File: src/rtl/gpio_pad_ctrl_pkg.sv
// Shared types and helpers for the GPIO pad controller bank.
package gpio_pad_ctrl_pkg;

  typedef enum logic [1:0] {
    ST_ISOLATED = 2'd0,
    ST_WAIT     = 2'd1,
    ST_ACTIVE   = 2'd2
  } state_e;

  localparam logic DIR_IN  = 1'b1;
  localparam logic DIR_OUT = 1'b0;

  // Ceiling log2 for elaboration-time counter widths; clog2(1) == 0.
  function automatic int clog2(input int value);
    int result;
    result = 0;
    for (int i = 0; i < 31; i++) begin
      if ((32'sd1 << i) < value) begin
        result = i + 1;
      end
    end
    return result;
  endfunction

endpackage

File: src/rtl/gpio_pad_ctrl_if.sv
// Fabric/pad signal bundle of one pad bank; master = fabric and pad cells, slave = controller.
interface gpio_pad_ctrl_if #(
  parameter int WIDTH = 8
);
  logic             config_done;
  logic [WIDTH-1:0] fpga_dir;
  logic [WIDTH-1:0] fpga_out;
  logic [WIDTH-1:0] pad_y;
  logic [WIDTH-1:0] pad_a;
  logic [WIDTH-1:0] pad_dir;
  logic [WIDTH-1:0] fpga_in;
  logic             io_isol_n;
  logic             ready;

  modport master (
    output config_done, fpga_dir, fpga_out, pad_y,
    input  pad_a, pad_dir, fpga_in, io_isol_n, ready
  );

  modport slave (
    input  config_done, fpga_dir, fpga_out, pad_y,
    output pad_a, pad_dir, fpga_in, io_isol_n, ready
  );
endinterface

File: src/rtl/gpio_pad_in_filter.sv
// One-bit pad input synchroniser with an optional debounce filter
// (enabled by defining GPIO_PAD_CTRL_DEBOUNCE_EN).
module gpio_pad_in_filter
  import gpio_pad_ctrl_pkg::*;
#(
  parameter int SYNC_STAGES     = 2,
  parameter int DEBOUNCE_CYCLES = 4
) (
  input  logic i_ck,
  input  logic i_rst,
  input  logic i_pad_y,
  output logic o_data
);
  if (SYNC_STAGES < 2 || DEBOUNCE_CYCLES < 2) begin : g_cfg_error
    $error("gpio_pad_in_filter: SYNC_STAGES and DEBOUNCE_CYCLES must both be >= 2");
  end

  logic [SYNC_STAGES-1:0] r_sync;

  always_ff @(posedge i_ck) begin
    if (i_rst) begin
      r_sync <= '0;
    end else begin
      r_sync <= {r_sync[SYNC_STAGES-2:0], i_pad_y};
    end
  end

`ifdef GPIO_PAD_CTRL_DEBOUNCE_EN
  localparam int               DB_W    = clog2(DEBOUNCE_CYCLES) + 1;
  localparam logic [DB_W-1:0]  DB_LAST = DB_W'(DEBOUNCE_CYCLES - 1);

  logic [DB_W-1:0] r_db_cnt;
  logic            r_filt;

  // Count consecutive samples that disagree with the filtered level; any agreement restarts.
  always_ff @(posedge i_ck) begin
    if (i_rst) begin
      r_db_cnt <= '0;
      r_filt   <= 1'b0;
    end else if (r_sync[SYNC_STAGES-1] == r_filt) begin
      r_db_cnt <= '0;
    end else if (r_db_cnt == DB_LAST) begin
      r_filt   <= r_sync[SYNC_STAGES-1];
      r_db_cnt <= '0;
    end else begin
      r_db_cnt <= r_db_cnt + 1'b1;
    end
  end

  assign o_data = r_filt;
`else
  assign o_data = r_sync[SYNC_STAGES-1];
`endif

endmodule

File: src/rtl/gpio_pad_ctrl.sv
// Pad bank controller: isolation release after CONFIG_DONE, glitch-free DIR/A turnaround,
// synchronised pad inputs. Optional debounce: define GPIO_PAD_CTRL_DEBOUNCE_EN.
module gpio_pad_ctrl
  import gpio_pad_ctrl_pkg::*;
#(
  parameter int WIDTH           = 8,
  parameter int SYNC_STAGES     = 2,
  parameter int ISOL_DELAY      = 16,
  parameter int DEBOUNCE_CYCLES = 4
) (
  input  logic           i_ck,
  input  logic           i_rst,
  gpio_pad_ctrl_if.slave io_bus
);
  localparam int               CNT_W    = clog2(ISOL_DELAY + 1);
  localparam logic [CNT_W-1:0] CNT_LAST = CNT_W'(ISOL_DELAY - 1);

  state_e           r_state;
  state_e           w_state_nxt;
  logic [CNT_W-1:0] r_cnt;
  logic [CNT_W-1:0] w_cnt_nxt;
  logic             r_ready;
  logic             w_pad_en;
  logic [WIDTH-1:0] w_drive_req;
  logic [WIDTH-1:0] w_dir_nxt;
  logic [WIDTH-1:0] r_drv_d;
  logic [WIDTH-1:0] r_pad_dir;
  logic [WIDTH-1:0] r_pad_a;
  logic [WIDTH-1:0] w_sync;

  // READY drops on the same edge that sees CONFIG_DONE low, ahead of the state update.
  always_ff @(posedge i_ck) begin
    if (i_rst) begin
      r_state <= ST_ISOLATED;
      r_cnt   <= '0;
      r_ready <= 1'b0;
    end else begin
      r_state <= w_state_nxt;
      r_cnt   <= w_cnt_nxt;
      r_ready <= (r_state == ST_ACTIVE) && io_bus.config_done;
    end
  end

  always_comb begin
    w_state_nxt = r_state;
    w_cnt_nxt   = r_cnt;
    case (r_state)
      ST_ISOLATED: begin
        w_cnt_nxt = '0;
        if (io_bus.config_done) begin
          w_state_nxt = ST_WAIT;
        end else begin
          w_state_nxt = ST_ISOLATED;
        end
      end
      ST_WAIT: begin
        if (!io_bus.config_done) begin
          w_state_nxt = ST_ISOLATED;
          w_cnt_nxt   = '0;
        end else if (r_cnt == CNT_LAST) begin
          w_state_nxt = ST_ACTIVE;
          w_cnt_nxt   = '0;
        end else begin
          w_cnt_nxt = r_cnt + 1'b1;
        end
      end
      ST_ACTIVE: begin
        if (!io_bus.config_done) begin
          w_state_nxt = ST_ISOLATED;
          w_cnt_nxt   = '0;
        end else begin
          w_state_nxt = ST_ACTIVE;
        end
      end
      default: begin
        w_state_nxt = ST_ISOLATED;
        w_cnt_nxt   = '0;
      end
    endcase
  end

  // Pads run one cycle behind READY, so output pads get the full A-then-DIR sequence.
  assign w_pad_en = r_ready && io_bus.config_done;

  for (genvar i = 0; i < WIDTH; i++) begin : g_pad
    assign w_drive_req[i] = (io_bus.fpga_dir[i] == DIR_OUT);
    assign w_dir_nxt[i]   = (w_drive_req[i] && r_drv_d[i]) ? DIR_OUT : DIR_IN;

    gpio_pad_in_filter #(
      .SYNC_STAGES    (SYNC_STAGES),
      .DEBOUNCE_CYCLES(DEBOUNCE_CYCLES)
    ) u_in_filter (
      .i_ck   (i_ck),
      .i_rst  (i_rst),
      .i_pad_y(io_bus.pad_y[i]),
      .o_data (w_sync[i])
    );
  end

  // Drive is enabled only after the request has been seen on two consecutive edges.
  always_ff @(posedge i_ck) begin
    if (i_rst) begin
      r_drv_d   <= '0;
      r_pad_dir <= {WIDTH{DIR_IN}};
      r_pad_a   <= '0;
    end else if (!w_pad_en) begin
      r_drv_d   <= '0;
      r_pad_dir <= {WIDTH{DIR_IN}};
      r_pad_a   <= '0;
    end else begin
      r_drv_d   <= w_drive_req;
      r_pad_dir <= w_dir_nxt;
      r_pad_a   <= io_bus.fpga_out & w_drive_req;
    end
  end

  assign io_bus.pad_a     = r_pad_a;
  assign io_bus.pad_dir   = r_pad_dir;
  assign io_bus.fpga_in   = w_sync & r_pad_dir & {WIDTH{r_ready}};
  assign io_bus.io_isol_n = r_ready;
  assign io_bus.ready     = r_ready;

endmodule
File: src/flat_wrapper.sv
// flat-port wrapper written by rule: the top's interface ports become plain ports
module gpio_pad_ctrl_flat import gpio_pad_ctrl_pkg::*;
#(
  parameter int WIDTH           = 8,
  parameter int SYNC_STAGES     = 2,
  parameter int ISOL_DELAY      = 16,
  parameter int DEBOUNCE_CYCLES = 4
)
  (i_ck, i_rst, io_bus_config_done, io_bus_fpga_dir, io_bus_fpga_out, io_bus_pad_y, io_bus_pad_a, io_bus_pad_dir, io_bus_fpga_in, io_bus_io_isol_n, io_bus_ready);
  gpio_pad_ctrl_if #(.WIDTH(WIDTH)) io_bus_i ();
  input  logic i_ck;
  input  logic i_rst;
  input wire logic [$bits(io_bus_i.config_done)-1:0] io_bus_config_done;
  input wire logic [$bits(io_bus_i.fpga_dir)-1:0] io_bus_fpga_dir;
  input wire logic [$bits(io_bus_i.fpga_out)-1:0] io_bus_fpga_out;
  input wire logic [$bits(io_bus_i.pad_y)-1:0] io_bus_pad_y;
  output wire logic [$bits(io_bus_i.pad_a)-1:0] io_bus_pad_a;
  output wire logic [$bits(io_bus_i.pad_dir)-1:0] io_bus_pad_dir;
  output wire logic [$bits(io_bus_i.fpga_in)-1:0] io_bus_fpga_in;
  output wire logic [$bits(io_bus_i.io_isol_n)-1:0] io_bus_io_isol_n;
  output wire logic [$bits(io_bus_i.ready)-1:0] io_bus_ready;
  assign io_bus_i.config_done = io_bus_config_done;
  assign io_bus_i.fpga_dir = io_bus_fpga_dir;
  assign io_bus_i.fpga_out = io_bus_fpga_out;
  assign io_bus_i.pad_y = io_bus_pad_y;
  assign io_bus_pad_a = io_bus_i.pad_a;
  assign io_bus_pad_dir = io_bus_i.pad_dir;
  assign io_bus_fpga_in = io_bus_i.fpga_in;
  assign io_bus_io_isol_n = io_bus_i.io_isol_n;
  assign io_bus_ready = io_bus_i.ready;
  gpio_pad_ctrl #(.WIDTH(WIDTH), .SYNC_STAGES(SYNC_STAGES), .ISOL_DELAY(ISOL_DELAY), .DEBOUNCE_CYCLES(DEBOUNCE_CYCLES)) u_core (.i_ck(i_ck), .i_rst(i_rst), .io_bus(io_bus_i));
endmodule
File: config.mk
export PLATFORM = sky130hd
export DESIGN_NAME = gpio_pad_ctrl_flat
export DESIGN_NICKNAME = d
export VERILOG_FILES = /design/src/rtl/gpio_pad_ctrl_pkg.sv /design/src/rtl/gpio_pad_ctrl_if.sv /design/src/rtl/gpio_pad_in_filter.sv /design/src/rtl/gpio_pad_ctrl.sv /design/src/flat_wrapper.sv
export SDC_FILE = /design/constraint.sdc
export NUM_CORES = 1
export LEC_CHECK = 0
export BUFFER_PORTS_ARGS = -buffer_cell sky130_fd_sc_hd__buf_4
export CAP_MARGIN = 25
export CORE_MARGIN = 2
export CORE_UTILIZATION = 51
export CTS_BUF_LIST = sky130_fd_sc_hd__clkbuf_16
export DETAILED_ROUTE_END_ITERATION = 6
export PLACE_DENSITY = 0.86
export SETUP_SLACK_MARGIN = 0.05
export SYNTH_ARGS = -nofsm -noshare
export SYNTH_HDL_FRONTEND = slang
export SYNTH_HIERARCHICAL = 1
export SYNTH_SLANG_ARGS = --single-unit
export TNS_END_PERCENT = 5
File: constraint.sdc
create_clock -name i_ck -period 2.8 [get_ports i_ck]
set_input_delay 0.56 -clock i_ck [delete_from_list [all_inputs] [get_ports i_ck]]
set_output_delay 0.56 -clock i_ck [all_outputs]
set_load 0.05 [all_outputs]
# After elaboration in Yosys (flattened, before gate mapping)
# Cells that the tools add are included.
[word_totals]
latchBits = 0
input_bits = 27
n_memories = 0
ramBits = 0
ff_bits = 48
mem_bits_ro = 0
[classes]
shift = 0
order_cmp = 0
eq_ne = 5
add_sub_neg = 1
bitwise_logic = 12
n_reduce_logical = 12
div_mod_pow = 0
mux = 17
n_mul = 0
[ops]
columns = ["op", "n"]
rows = [
  ["$and 8x8->8", 3],
  ["$mux 5", 3],
  ["$logic_and 1x1->1", 10],
  ["$pmux 5 s2", 1],
  ["$mux 1", 9],
  ["$not 1->1", 9],
  ["$mux 2", 3],
  ["$pmux 2 s3", 1],
  ["$add 5x1->5 const B", 1],
  ["$eq 5x4->1 const B", 1],
  ["$ne 3x2->1 const B", 1],
  ["$eq 2x1->1 const B", 1],
  ["$eq 2x2->1 const B", 1],
  ["$logic_not 2->1", 1],
  ["$ne 2x2->1 const B", 1],
  ["$reduce_or 2->1", 1],
]

# Longest topological paths before layout
[depth]
word_depth = 4
depth_mapped = 6
mapped_depth_nobuf = 5

# Modules after synthesis
# Netlist, hierarchy kept.
[modules_own_cells]
columns = ["module", "seq_area_each_um2", "area_each_um2", "cells_per_inst", "n_inst"]
rows = [
  ["gpio_pad_ctrl", 640.6, 1111.1, 108, 1],
  ["gpio_pad_in_filter", 40.0, 52.6, 4, 8],
]

# Worst setup path after synthesis
# No wires, ideal clock.
[synth_path]
path_type = "reg-to-output"
from = "register u_core.r_ready, in the netlist u_core/io_bus.io_isol_n"
to = "output io_bus_fpga_in[0]"
slack_ps = 968
n_path_buf = 0
stages_incl_launch_ff = 2
required_time_ps = 2240
t_arrival_ps = 1272
cell_sequence = "dfxtp_1 -> and3_1"
[synth_via]
elab_chain_cells = 1
[synth_lines]
columns = ["item", "line_no", "rtl"]
rows = [
  ["from (decl)", "gpio_pad_ctrl.sv:22", "logic r_ready;"],
  ["from (signal assigned)", "gpio_pad_ctrl.sv:40", "r_ready <= (r_state == ST_ACTIVE) && io_bus.config_done;"],
  ["$and 8x8->8", "gpio_pad_ctrl.sv:119", "assign io_bus.fpga_in = w_sync & r_pad_dir & {WIDTH{r_ready}};"],
  ["to (decl)", "flat_wrapper.sv:19", "output wire logic [$bits(io_bus_i.fpga_in)-1:0] io_bus_fpga_in;"],
]
# Every way passes these cells.

# Worst setup path after layout
[layout_path]
from = "register u_core.r_ready, in the netlist u_core/io_bus.io_isol_n"
to = "output io_bus_fpga_in[7]"
# Same word-level chain as after synthesis.

==> results.txt <==
outcome: finished with violations
failing checks: DRC
top cell type's share of synthesized area: 62.75%
cell family with most CP delay: flip-flops
vias in the first global route: 1089
hold crit path type: reg2reg
Final Core Density: 75.29%
GRT overflow: 0
final worst setup slack: 0.9780 ns
commonest cells in the netlist: dfxtp_1 (48), nor2b_1 (17), nand2_1 (11)
Die W: 58.80 um
DR vias: 1135
Post-CTS Resized: 0
Fmax: 0.5488 GHz
placed inst area: 1927 um2
Yosys reg bits: 48
Final Total Pwr: 1.504 mW
Synth area leader: dfxtp_1
# diodes: 0
global-route wire length before repair: 4995 um
number of buffers and inverters on the critical path: 1
power share of the sequential group: 46.7%
Post-Layout Cell Count: 226
CTS clk-pin slew, worst paths: 0.06 ns
Final Hold Fails: 0
Crit. End Element: primary output
CP max stage delay: 0.53 ns
EDFF count, synth: 0
storage element area: 960.9 um2
Clock Skew: 0.005056 ns
synth warn: 6
max-cap violations: 0
RD Place Congestion: 0.7282
PD cells: 712.3 nW/um2
Rel. slew slack: 72.40%
Mapped Cells: 140
GRT Overall Usage: 20.41%
Fillers: 200
CTS tree: built
Req. time, crit path: 2.24 ns
multi-input logic area: 525.5 um2
layout cell share with drive strength beyond 1: 31.79%
core area: 2805 um2
number of I/O pins: 53
Syn Area/Cell: 10.94 um2
Syn-to-layout area delta: 37.91%
Final #Nets: 227
DRC Markers: 3
Chip Height: 58.80 um
final period utilization: 65.07%
standard-cell rows: 19
DR WL/cell: 14.04 um
Max Buffers Root-to-Sink: 2
Clk Latency, worst-skew pair: 0.28 ns
CTS root buffer: clkbuf_16
maximum vdd drop: 0.0005707 V
internal power: 1.241 mW
H-tree depth: 2
Setup WS pre-CTS: 1.143 ns
Final setup viols: 0
clock power share: 49.0%
hold slack: 0.3666 ns
switching share of power: 17.54%
LEAKAGE: 0.9788 nW
placed cells: 219
Async S/R FF share, synth: 0%
starting density of the core: 54.59%
total negative slack: 0 ns
Initial DRC Count: 29
Worst-Margin Slew: 0.4127 ns
top-count cell post-synth: dfxtp_1
Final ANT Viol Nets: 0
Sw Pwr: 0.2638 mW
Tmin final: 1.822 ns
post-CTS setup buffers: 0
WS Path Type: reg2out
design area: 2112 um2
max-slew violations: 0
CP arrival: 1.26 ns
Synth Cell Area: 1531 um2
Die ar.: 3457 um2
Post-CTS Hold Buffers: 0
Synthesized Nets: 172
Crit Path Max Fanout: 11
initial antenna violation count: 0
Initial DRT Pass Iterations: 7
combinational fraction of design power: 4.3%
cts bufs inserted: 5
DPL Wire Length: 2218 um
RSZ-0062 raised after global routing: no
prevailing post-synth register cell: dfxtp_1
library cells used by synthesis: 25
Via density: 5.022
clock sinks: 48
synth top area cells: dfxtp_1 (63%), nor2b_1 (6.9%), ha_1 (4.1%), and3_1 (3.7%), and2_1 (3.3%)
Slowest cell on crit path: dfxtp_1
Critical Path Start Type: register
largest net degree at the start of global routing: 23
port bufs: 52
routed wire length: 3174 um
sequential share of the synthesized area: 62.75%
cells along the critical path: and3_1, buf_4
## metal layers
| metal | wire length, um | up-vias | track usage, % |
|---|---|---|---|
| li1 | - | 566 | - |
| met1 | 1166 | 523 | 21.55 |
| met2 | 1758 | 38 | 35.24 |
| met3 | 180 | 8 | 7.912 |
| met4 | 68 | 0 | 10.06 |
| met5 | 0 | - | 0 |
## sequential cells by signal (all words and copies together), names as in the netlist
register                         flops
u_core/io_bus.io_isol_n              1
u_core/r_drv_d                       8
u_core/io_bus.pad_dir                8
u_core/io_bus.pad_a                  8
u_core/r_state                       2
u_core/g_pad.u_in_filter/r_sync     16
u_core/r_cnt                         5
## area by class of cell
cell class,instances,share of cell area (%)
Sequential cell,48,45.50
Multi-Input combinational cell,85,24.88
Timing Repair Buffer,52,18.48
Clock buffer,5,5.924
Clock inverter,2,2.844
Tap cell,31,1.836
Inverter,3,0.5332
## cell families (layout without fill, tap and decap cells)
logic type                 after synthesis  count (layout)  share of synthesized area, %
AOI/OAI and AO/OA                       10              10                         4.003
adders and majority gates                5               5                         4.085
buffers and inverters                    7              62                         2.941
DFF                                     48              48                         62.74
and+or+nand+nor                         70              70                         26.23
## placed cells by master (no fill, tap or decap)
master / Yosys / layout
buf_4: 1 / 52
dfxtp_1: 48 / 48
nor2b_1: 17 / 17
nand2_1: 11 / 11
nor2_1: 10 / 10
and3_1: 9 / 9
and2_1: 8 / 8
clkbuf_16: 0 / 5
a21oi_1: 5 / 5
nand3_1: 5 / 5
ha_1: 5 / 5
inv_1: 3 / 3
nand4b_1: 3 / 3
bufinv_16: 0 / 2
nor3b_1: 2 / 2
nand3b_1: 1 / 1
o21ai_0: 1 / 1
nand2b_1: 1 / 1
and2_4: 1 / 1
nand4b_2: 1 / 1
nand4_1: 1 / 1
a211o_1: 1 / 1
a21oi_2: 1 / 1
a31oi_1: 1 / 1
a21o_1: 1 / 1
## final timing paths
path                           startpoint                  endpoint  slack, ns  cells after the start
setup reg to reg  u_core/io_bus.io_isol_n    u_core/io_bus.pad_a[2]       1.37                      3
hold / removal          u_core/r_drv_d[5]  u_core/io_bus.pad_dir[5]       0.37                      1
hold reg to reg         u_core/r_drv_d[5]  u_core/io_bus.pad_dir[5]       0.37                      1
setup / recovery  u_core/io_bus.io_isol_n         io_bus_fpga_in[7]       0.98                      2
## power by group through the flow
stage / sequential [mW] / combinational, mW / clock (mW)
final: 0.702 / 0.0654 / 0.737
after global routing: 0.702 / 0.0714 / 0.780
after CTS: 0.702 / 0.0658 / 0.748
after detailed placement: 0.717 / 0.0644 / 0
after global placement: 0.716 / 0.0616 / 0
after floorplan: 0.716 / 0.0300 / 0
## worst register-to-register path: cells and delay by family, from the launching register on
kind	cells	cell delay, ns
flip-flops	1	0.53
AND/OR/NAND/NOR	3	0.85
No activity file was read; power rests on OpenSTA's default activity.
